$ cat config.mk
export PLATFORM = sky130hd
export DESIGN_NAME = uart_rx_fifo
export DESIGN_NICKNAME = d
export VERILOG_FILES = /design/src/rtl/uart_rx_fifo_pkg.sv /design/src/rtl/uart_rx_fifo_sync_fifo.sv /design/src/rtl/uart_rx_fifo.sv
export SDC_FILE = /design/constraint.sdc
export NUM_CORES = 1
export LEC_CHECK = 0
export CORE_ASPECT_RATIO = 1.25
export CORE_MARGIN = 2
export CORE_UTILIZATION = 55
export DETAILED_ROUTE_END_ITERATION = 10
export PLACE_DENSITY_LB_ADDON = 0.2
export SLEW_MARGIN = 20
export SYNTH_ARGS = -nofsm -noshare
export SYNTH_HDL_FRONTEND = slang
export SYNTH_SLANG_ARGS = --single-unit
$ cat constraint.sdc
create_clock -name clk -period 4 [get_ports clk]
set_clock_uncertainty 0.1 [all_clocks]
set_input_delay 0.4 -clock clk [delete_from_list [all_inputs] [get_ports clk]]
set_output_delay 0.4 -clock clk [all_outputs]
set_load 0.1 [all_outputs]
$ cat src/rtl/uart_rx_fifo_pkg.sv
// Shared constants for the UART receive path: bus addresses, status bit
// positions, ingress FSM states and the status-word packing helper.
package uart_rx_fifo_pkg;

  localparam logic [15:0] UART_ADDR    = 16'h1000;
  localparam logic [15:0] MISC_IN_ADDR = 16'h2000;

  localparam int unsigned ST_NOT_EMPTY = 0;
  localparam int unsigned ST_FULL      = 1;
  localparam int unsigned ST_UNDERFLOW = 2;
  localparam int unsigned ST_COUNT_LSB = 8;

  typedef enum logic [0:0] {
    S_IDLE = 1'b0,
    S_ACK  = 1'b1
  } rx_state_e;

  // Status word: {count[7:0], 5'b0, underflow, full, not_empty}.
  function automatic logic [15:0] pack_status(input logic [7:0] count,
                                              input logic       underflow,
                                              input logic       full,
                                              input logic       not_empty);
    logic [15:0] s;
    s                 = '0;
    s[ST_COUNT_LSB+:8] = count;
    s[ST_UNDERFLOW]   = underflow;
    s[ST_FULL]        = full;
    s[ST_NOT_EMPTY]   = not_empty;
    return s;
  endfunction

endpackage

$ cat src/rtl/uart_rx_fifo_sync_fifo.sv
// Generic synchronous first-word-fall-through FIFO. Push and pop are
// self-guarded against full/empty; head is the entry at the read pointer.
module uart_rx_fifo_sync_fifo #(
  parameter int unsigned DATA_W = 8,
  parameter int unsigned ADDR_W = 4
) (
  input  logic              clk,
  input  logic              reset,
  input  logic              push,
  input  logic [DATA_W-1:0] wdata,
  input  logic              pop,
  output logic [DATA_W-1:0] head,
  output logic [ADDR_W:0]   count
);

  localparam int unsigned   Depth    = 2 ** ADDR_W;
  localparam logic [ADDR_W:0] CountFull = {1'b1, {ADDR_W{1'b0}}};

  logic [DATA_W-1:0] mem [Depth];
  logic [ADDR_W-1:0] wr_ptr_q, rd_ptr_q;
  logic [ADDR_W:0]   count_q, count_d;
  logic              do_push, do_pop;

  assign do_push = push && (count_q != CountFull);
  assign do_pop  = pop && (count_q != '0);
  assign head    = mem[rd_ptr_q];
  assign count   = count_q;

  // Occupancy follows net pushes minus pops; simultaneous push and pop cancel.
  always_comb begin
    count_d = count_q;
    if (do_push && !do_pop) begin
      count_d = count_q + (ADDR_W + 1)'(1);
    end else if (!do_push && do_pop) begin
      count_d = count_q - (ADDR_W + 1)'(1);
    end
  end

  // Pointer and count registers; pointers wrap naturally at Depth.
  always_ff @(posedge clk) begin
    if (reset) begin
      wr_ptr_q <= '0;
      rd_ptr_q <= '0;
      count_q  <= '0;
    end else begin
      if (do_push) wr_ptr_q <= wr_ptr_q + ADDR_W'(1);
      if (do_pop)  rd_ptr_q <= rd_ptr_q + ADDR_W'(1);
      count_q <= count_d;
    end
  end

  // Storage array; contents are don't-care after reset.
  always_ff @(posedge clk) begin
    if (do_push) mem[wr_ptr_q] <= wdata;
  end

endmodule

$ cat src/rtl/uart_rx_fifo.sv
// UART receive buffer: drains bytes out of buart into a FIFO, presents the
// head byte and a status word to the CPU, and tracks a sticky underflow flag.
module uart_rx_fifo
  import uart_rx_fifo_pkg::*;
#(
  parameter int unsigned ADDR_W = 4,
  parameter int unsigned DATA_W = 8
) (
  input  logic              clk,
  input  logic              reset,
  input  logic              uart_valid,
  input  logic [DATA_W-1:0] uart_data,
  output logic              uart_rd,
  input  logic              cpu_rd,
  input  logic              cpu_clr,
  output logic [15:0]       cpu_dout,
  output logic [15:0]       status
);

  localparam logic [ADDR_W:0] CountFull = {1'b1, {ADDR_W{1'b0}}};

  rx_state_e         state_q, state_d;
  logic              uart_rd_q, uart_rd_d;
  logic              underflow_q, underflow_d;
  logic              push;
  logic [DATA_W-1:0] head;
  logic [ADDR_W:0]   count;
  logic              not_empty, full;

  assign not_empty = (count != '0);
  assign full      = (count == CountFull);

  uart_rx_fifo_sync_fifo #(
    .DATA_W(DATA_W),
    .ADDR_W(ADDR_W)
  ) u_fifo (
    .clk  (clk),
    .reset(reset),
    .push (push),
    .wdata(uart_data),
    .pop  (cpu_rd),
    .head (head),
    .count(count)
  );

  // Ingress FSM: one push per buart byte, then wait for valid to drop.
  always_comb begin
    state_d   = state_q;
    push      = 1'b0;
    uart_rd_d = 1'b0;
    case (state_q)
      S_IDLE: begin
        // Full uses the registered count, so a same-cycle pop does not admit a push.
        if (uart_valid && !full) begin
          push      = 1'b1;
          uart_rd_d = 1'b1;
          state_d   = S_ACK;
        end
      end
      S_ACK: begin
        if (!uart_valid) state_d = S_IDLE;
      end
      default: state_d = S_IDLE;
    endcase
  end

  // Sticky underflow: a new underflow beats a same-cycle clear.
  always_comb begin
    underflow_d = underflow_q;
    if (cpu_rd && !not_empty) begin
      underflow_d = 1'b1;
    end else if (cpu_clr) begin
      underflow_d = 1'b0;
    end
  end

  // State, pop strobe and flag registers; reset kills any in-flight uart_rd.
  always_ff @(posedge clk) begin
    if (reset) begin
      state_q     <= S_IDLE;
      uart_rd_q   <= 1'b0;
      underflow_q <= 1'b0;
    end else begin
      state_q     <= state_d;
      uart_rd_q   <= uart_rd_d;
      underflow_q <= underflow_d;
    end
  end

  assign uart_rd  = uart_rd_q;
  assign cpu_dout = not_empty ? {{(16 - DATA_W){1'b0}}, head} : 16'h0000;
  assign status   = pack_status(8'(count), underflow_q, full, not_empty);

endmodule

; After elaboration in Yosys (flattened, before gate mapping)
; Memory sizes are Yosys's and may differ from the RTL's. A register that Yosys moved wholly into a read port is not among the register bits.
; Cells that the tools add are included.
; Widths: inputs -> output; s select.
[word_totals]
ff_bits = 16
latch_bits = 0
ramBits = 128
mem_bits_ro = 0
input_bits = 13
out_inout_bits = 33
word_cells = 40
mem_count = 1
[classes]
addsub = 4
n_mul = 0
div = 0
order_cmp = 0
n_eq_ne = 2
shifts = 0
muxes = 13
bitwise_logic = 1
reduce_logical = 13
[mem_list]
columns = memory, words, width, read_ports, rd_ports_with_merged_regs, wr, line
row1 = u_fifo.mem, 16, 8, 1, 1, 1, uart_rx_fifo_sync_fifo.sv:19  ; logic [DATA_W-1:0] mem [Depth];
[op_table]
columns = operator, n
row1 = $mux 5, 2
row2 = $add 4x1->4 const B, 2
row3 = $mux 4, 2
row4 = $mux 8, 1
row5 = $mux 1, 7
row6 = $logic_and 1x1->1, 6
row7 = $add 5x1->5 const B, 1
row8 = $eq 5x5->1 const B, 1
row9 = $ne 5x5->1 const B, 1
row10 = $reduce_bool 5->1, 1
row11 = $sub 5x1->5 const B, 1
row12 = $logic_not 1->1, 4
row13 = $reduce_bool 2->1, 2
row14 = $pmux 1 s2, 1
row15 = $not 1->1, 1

; Logic depth before layout (Yosys ltp)
[depth]
depth_word = 10
mapped_depth = 11
ltp_nobuf = 10

; Cells and area by module
; From an unflattened synthesis, not the netlist that was laid out.
[hier_totals]
cells_unflattened = 354
area_unflattened_um2 = 6108.4
[by_module_without_submodules]
columns = module, n_inst, cells_per_inst, area_per_inst_um2, seq_area_each_um2
row1 = uart_rx_fifo_sync_fifo, 1, 309, 5754.3, 4184.0
row2 = uart_rx_fifo, 1, 45, 354.1, 60.1

; Least setup slack after synthesis
; OpenSTA, ideal clock, no wires.
[synth_timing]
kind = reg2out
from = register u_fifo.count_q[4] (netlist: u_fifo.count[4])
to = output port cpu_dout[0]
arrival_time_ns = 3.672
t_required_ns = 3.500
slack_ns = -0.172
stages_incl_launch_ff = 4
path_cell_list = dfxtp_1 -> clkbuf_1 -> nor2_2 -> a211oi_1
[synth_between]
elab_chain_len = 2
[synth_lines]
columns = item, line
row1 = start: declaration, uart_rx_fifo_sync_fifo.sv:21  ; logic [ADDR_W:0] count_q, count_d;
row2 = start signal: assignment, uart_rx_fifo_sync_fifo.sv:48  ; count_q <= count_d;
row3 = $reduce_bool 5->1, uart_rx_fifo.sv:30  ; assign not_empty = (count != '0);
row4 = $mux 8, uart_rx_fifo.sv:91  ; assign cpu_dout = not_empty ? {{(16 - DATA_W){1'b0}}, head} : 16'h0000;
row5 = end: declaration, uart_rx_fifo.sv:16  ; output logic [15:0] cpu_dout,
; Every way passes these cells.

; Worst setup path in the final report
[layout_timing]
from = register u_fifo.count_q[0] (netlist: u_fifo.count[0])
to = output port status[0]
[layout_between]
elab_chain_len = 1
[layout_lines]
columns = item, line
row1 = $reduce_bool 5->1, uart_rx_fifo.sv:30
row2 = end: declaration, uart_rx_fifo.sv:17  ; output logic [15:0] status
; Every way passes these cells.

==> parameters.txt <==
Parameter                              Value

Clock network
  Clock insertion delay at the later pin of the skew report    0.41 ns
  Hold bufs inserted after CTS    0
  Cts bufs inserted    17
  Clock H-tree levels    4
  Post-CTS repair timing setup buffer count    0
  CTS sink cnt    148
  Max clock buf depth    2
  Number of gates given a new drive strength after cts    0
  CTS tree    done
  Clock root cell    clkbuf_16
  Clock-pin slew on the worst setup and hold paths    0.06 ns

Final layout
  Number of nets in the layout    411
  Most common library cell in the layout ignoring fill and taps    edfxtp_1
  Fin util    between 60% and 70%
  Number of cells in the finished layout apart from fillers    535
  Highest-count cells in the layout ignoring fill and taps    edfxtp_1, mux4_2, nor2_1, clkdlybuf4s50_1, dfxtp_1
  Number of antenna diodes    0
  Area added between synthesis and finish    15.1%
  Layout cells sized above 1    17.8%

Timing
  Max Transition Viols Final    0
  Worst-margin pin slew    1.01 ns
  Highest Clock Rate    around 320 MHz
  Final number of hold-violating endpoints    0
  Final Critical Period    3.11 ns
  Unrepaired setup endpoints after global routing    no
  Number of endpoints failing setup at the final stage    0
  Final worst path period share    77.7%
  Rel. slew slack    32.6%

Power
  Static leakage    0.00237 uW
  Worst vdd rail ir drop    551 uV
  Power density over cell area    734 nW/um2

Yosys
  Synth Instances    354
  Cell area after technology mapping    6190 um2
  Number of storage elements in the synthesis netlist    148
  Sequential element share of the synthesized area    68.6%
  Number of warnings printed during yosys synthesis    0
  Average cell area after synthesis    17.5 um2
  Distinct cells, synth    39

Routing
  Routed vias/inst    5.71
  Number of DRC markers after the initial detailed-route iteration    155
  Total DRC errors in the routed layout    0
  First-pass iteration count of the detailed router    4
  Total wire length after detailed routing    about 11000 um
  Average wire per cell in the routed design    roughly 21 um
  Final antenna-violating net count    0
  Overall via count from detail_route    3053

Worst setup path
  Sort of element at the start of the critical path    flip-flop
  Element type at the critical path end    primary output
  Classification of the worst setup path    flip-flop to primary output
  Data arrival, critical path    2.61 ns
  Required time reported for the critical path endpoint    3.50 ns
  Maximum fanout encountered on the critical timing path    6

Global routing
  Remaining global-route overflow    0
  Vias in the first global route    3202
  Global-route wire length before repair    17600 um
  Largest net degree at the start of global routing    33
  GRT Overall Usage    approximately a fifth
  Initial antenna violation count    0

Placed design
  Quantity of I/O buffers inserted on ports    29
  Detailed Place HPWL    between 7000 and 8000 um
  Number of cells after detailed placement    approximately 500
  RD Place Congestion    0.741

Die
  Boundary Pins    between 40 and 50
  Placement Rows    43
  Initial Util    56.1%
  Vert. Die Dim    123 um
  Die Outline Area    12100 um2
  Standard cell core area    11000 um2
  Overall die width    98.9 um

Run status
  Run status    finished, final reports clean

Worst hold path
  Worst Hold Class    flip-flop to flip-flop

Run
  Max-cap check violation count    0
==> cells in the mapped netlist (all sizes together) <==
master  count  share of area (%)
and3        1               0.10
a31oi       1               0.10
xor2        5               0.71
o31ai       1               0.12
dfxtp      20                6.5
nor2       22                1.4
and2        9               0.91
conb        1              0.061
inv        12               0.73
clkbuf      6               0.36
o211ai      2               0.24
nand2       3               0.18
a211oi     19                2.3
mux2        1               0.18
mux4       32                 12
o21ai       1               0.14
mux2i       9                1.5
nor4        5               0.61
a21o        1               0.12
or4         1               0.18
fa          1               0.32
nor2b      10                1.0
ha         10                2.0
nand3       3               0.24
nand2b      2               0.20
buf        33                4.0
edfxtp    128                 62
xnor2       4               0.57
nor3b       2               0.24
nand3b      2               0.24
a21oi       7               0.57
==> registers in the layout, summed over array words and instances (netlist names), named ones only <==
| name | cells |
|---|---|
| u_fifo.wr_ptr_q | 4 |
| uart_rd | 1 |
| u_fifo.count | 5 |
| u_fifo.rd_ptr_q | 4 |
| u_fifo.mem | 128 |
| state_q | 1 |
| underflow_q | 1 |
==> per-stage QoR <==
stage | area [um2] | setup slack [ns] | total power, uW | setup TNS (ns) | hold WS, ns
2_1_floorplan | 6250 | -0.172 | 3280 | -1.37 | 0.316
3_3_place_gp | 6520 | 1.03 | 3650 | 0 | 0.326
3_5_place_dp | 6520 | 0.975 | 3670 | 0 | 0.330
4_1_cts | 7130 | 0.815 | 5270 | 0 | 0.339
5_1_grt | 7130 | 0.720 | 5430 | 0 | 0.370
6_report | 7130 | 0.892 | 5230 | 0 | 0.340
==> area by class of cell <==
| class | count | area, um2 |
|---|---|---|
| Clock buffer | 28 | 507 |
| Timing Repair Buffer | 38 | 375 |
| Sequential cell | 148 | 4240 |
| Multi-Input combinational cell | 170 | 1690 |
| Clock inverter | 4 | 95.1 |
| Fill cell | 757 | 3900 |
| Tap cell | 135 | 169 |
| Inverter | 12 | 45.0 |
==> report_power, final <==
group	internal [uW]	switching (uW)	leakage, uW
registers	1750	61.6	0.00132
clock network	1050	560	0.000293
logic	578	1230	0.000761
==> logic make-up (layout without fill, tap and decap cells) <==
kind of cell,after synthesis,in the layout,synth area share [%]
flip-flops,148,148,68.6
adder cells (fa/ha/maj),11,11,2.34
other,1,16,0.0606
AO/OA/AOI/OAI,32,32,3.60
XOR/XNOR,9,9,1.27
multiplexers,42,42,13.8
AND/OR/NAND/NOR,60,60,5.29
buffers and inverters,51,82,5.05
==> metal layers <==
layer | vias to the layer above | part of all wire [%] | track usage [%] | routed length [um]
met5 | - | 0 | 0 | 0
met4 | 0 | 1.6 | 9.42 | 179
met3 | 16 | 4.2 | 4.56 | 475
met2 | 83 | 54 | 36.0 | 6200
met1 | 1547 | 40 | 24.0 | 4530
li1 | 1407 | - | - | -
==> path summary, 6_finish.rpt <==
path,start,end,slack (ns),cells past startpoint
min,state_q,state_q,0.34,2
max reg2reg,u_fifo.count[0],u_fifo.count[4],1.08,10
min reg2reg,state_q,state_q,0.34,2
max,u_fifo.count[0],status[0],0.89,4
==> worst max-delay path, cell delays in order (launching register included) <==
cell and delay [ns]:
dfxtp_1 0.38, or4_4 0.57, nor2_2 0.20, inv_1 0.07, clkdlybuf4s50_1 0.97
No activity file was read; power rests on OpenSTA's default activity.
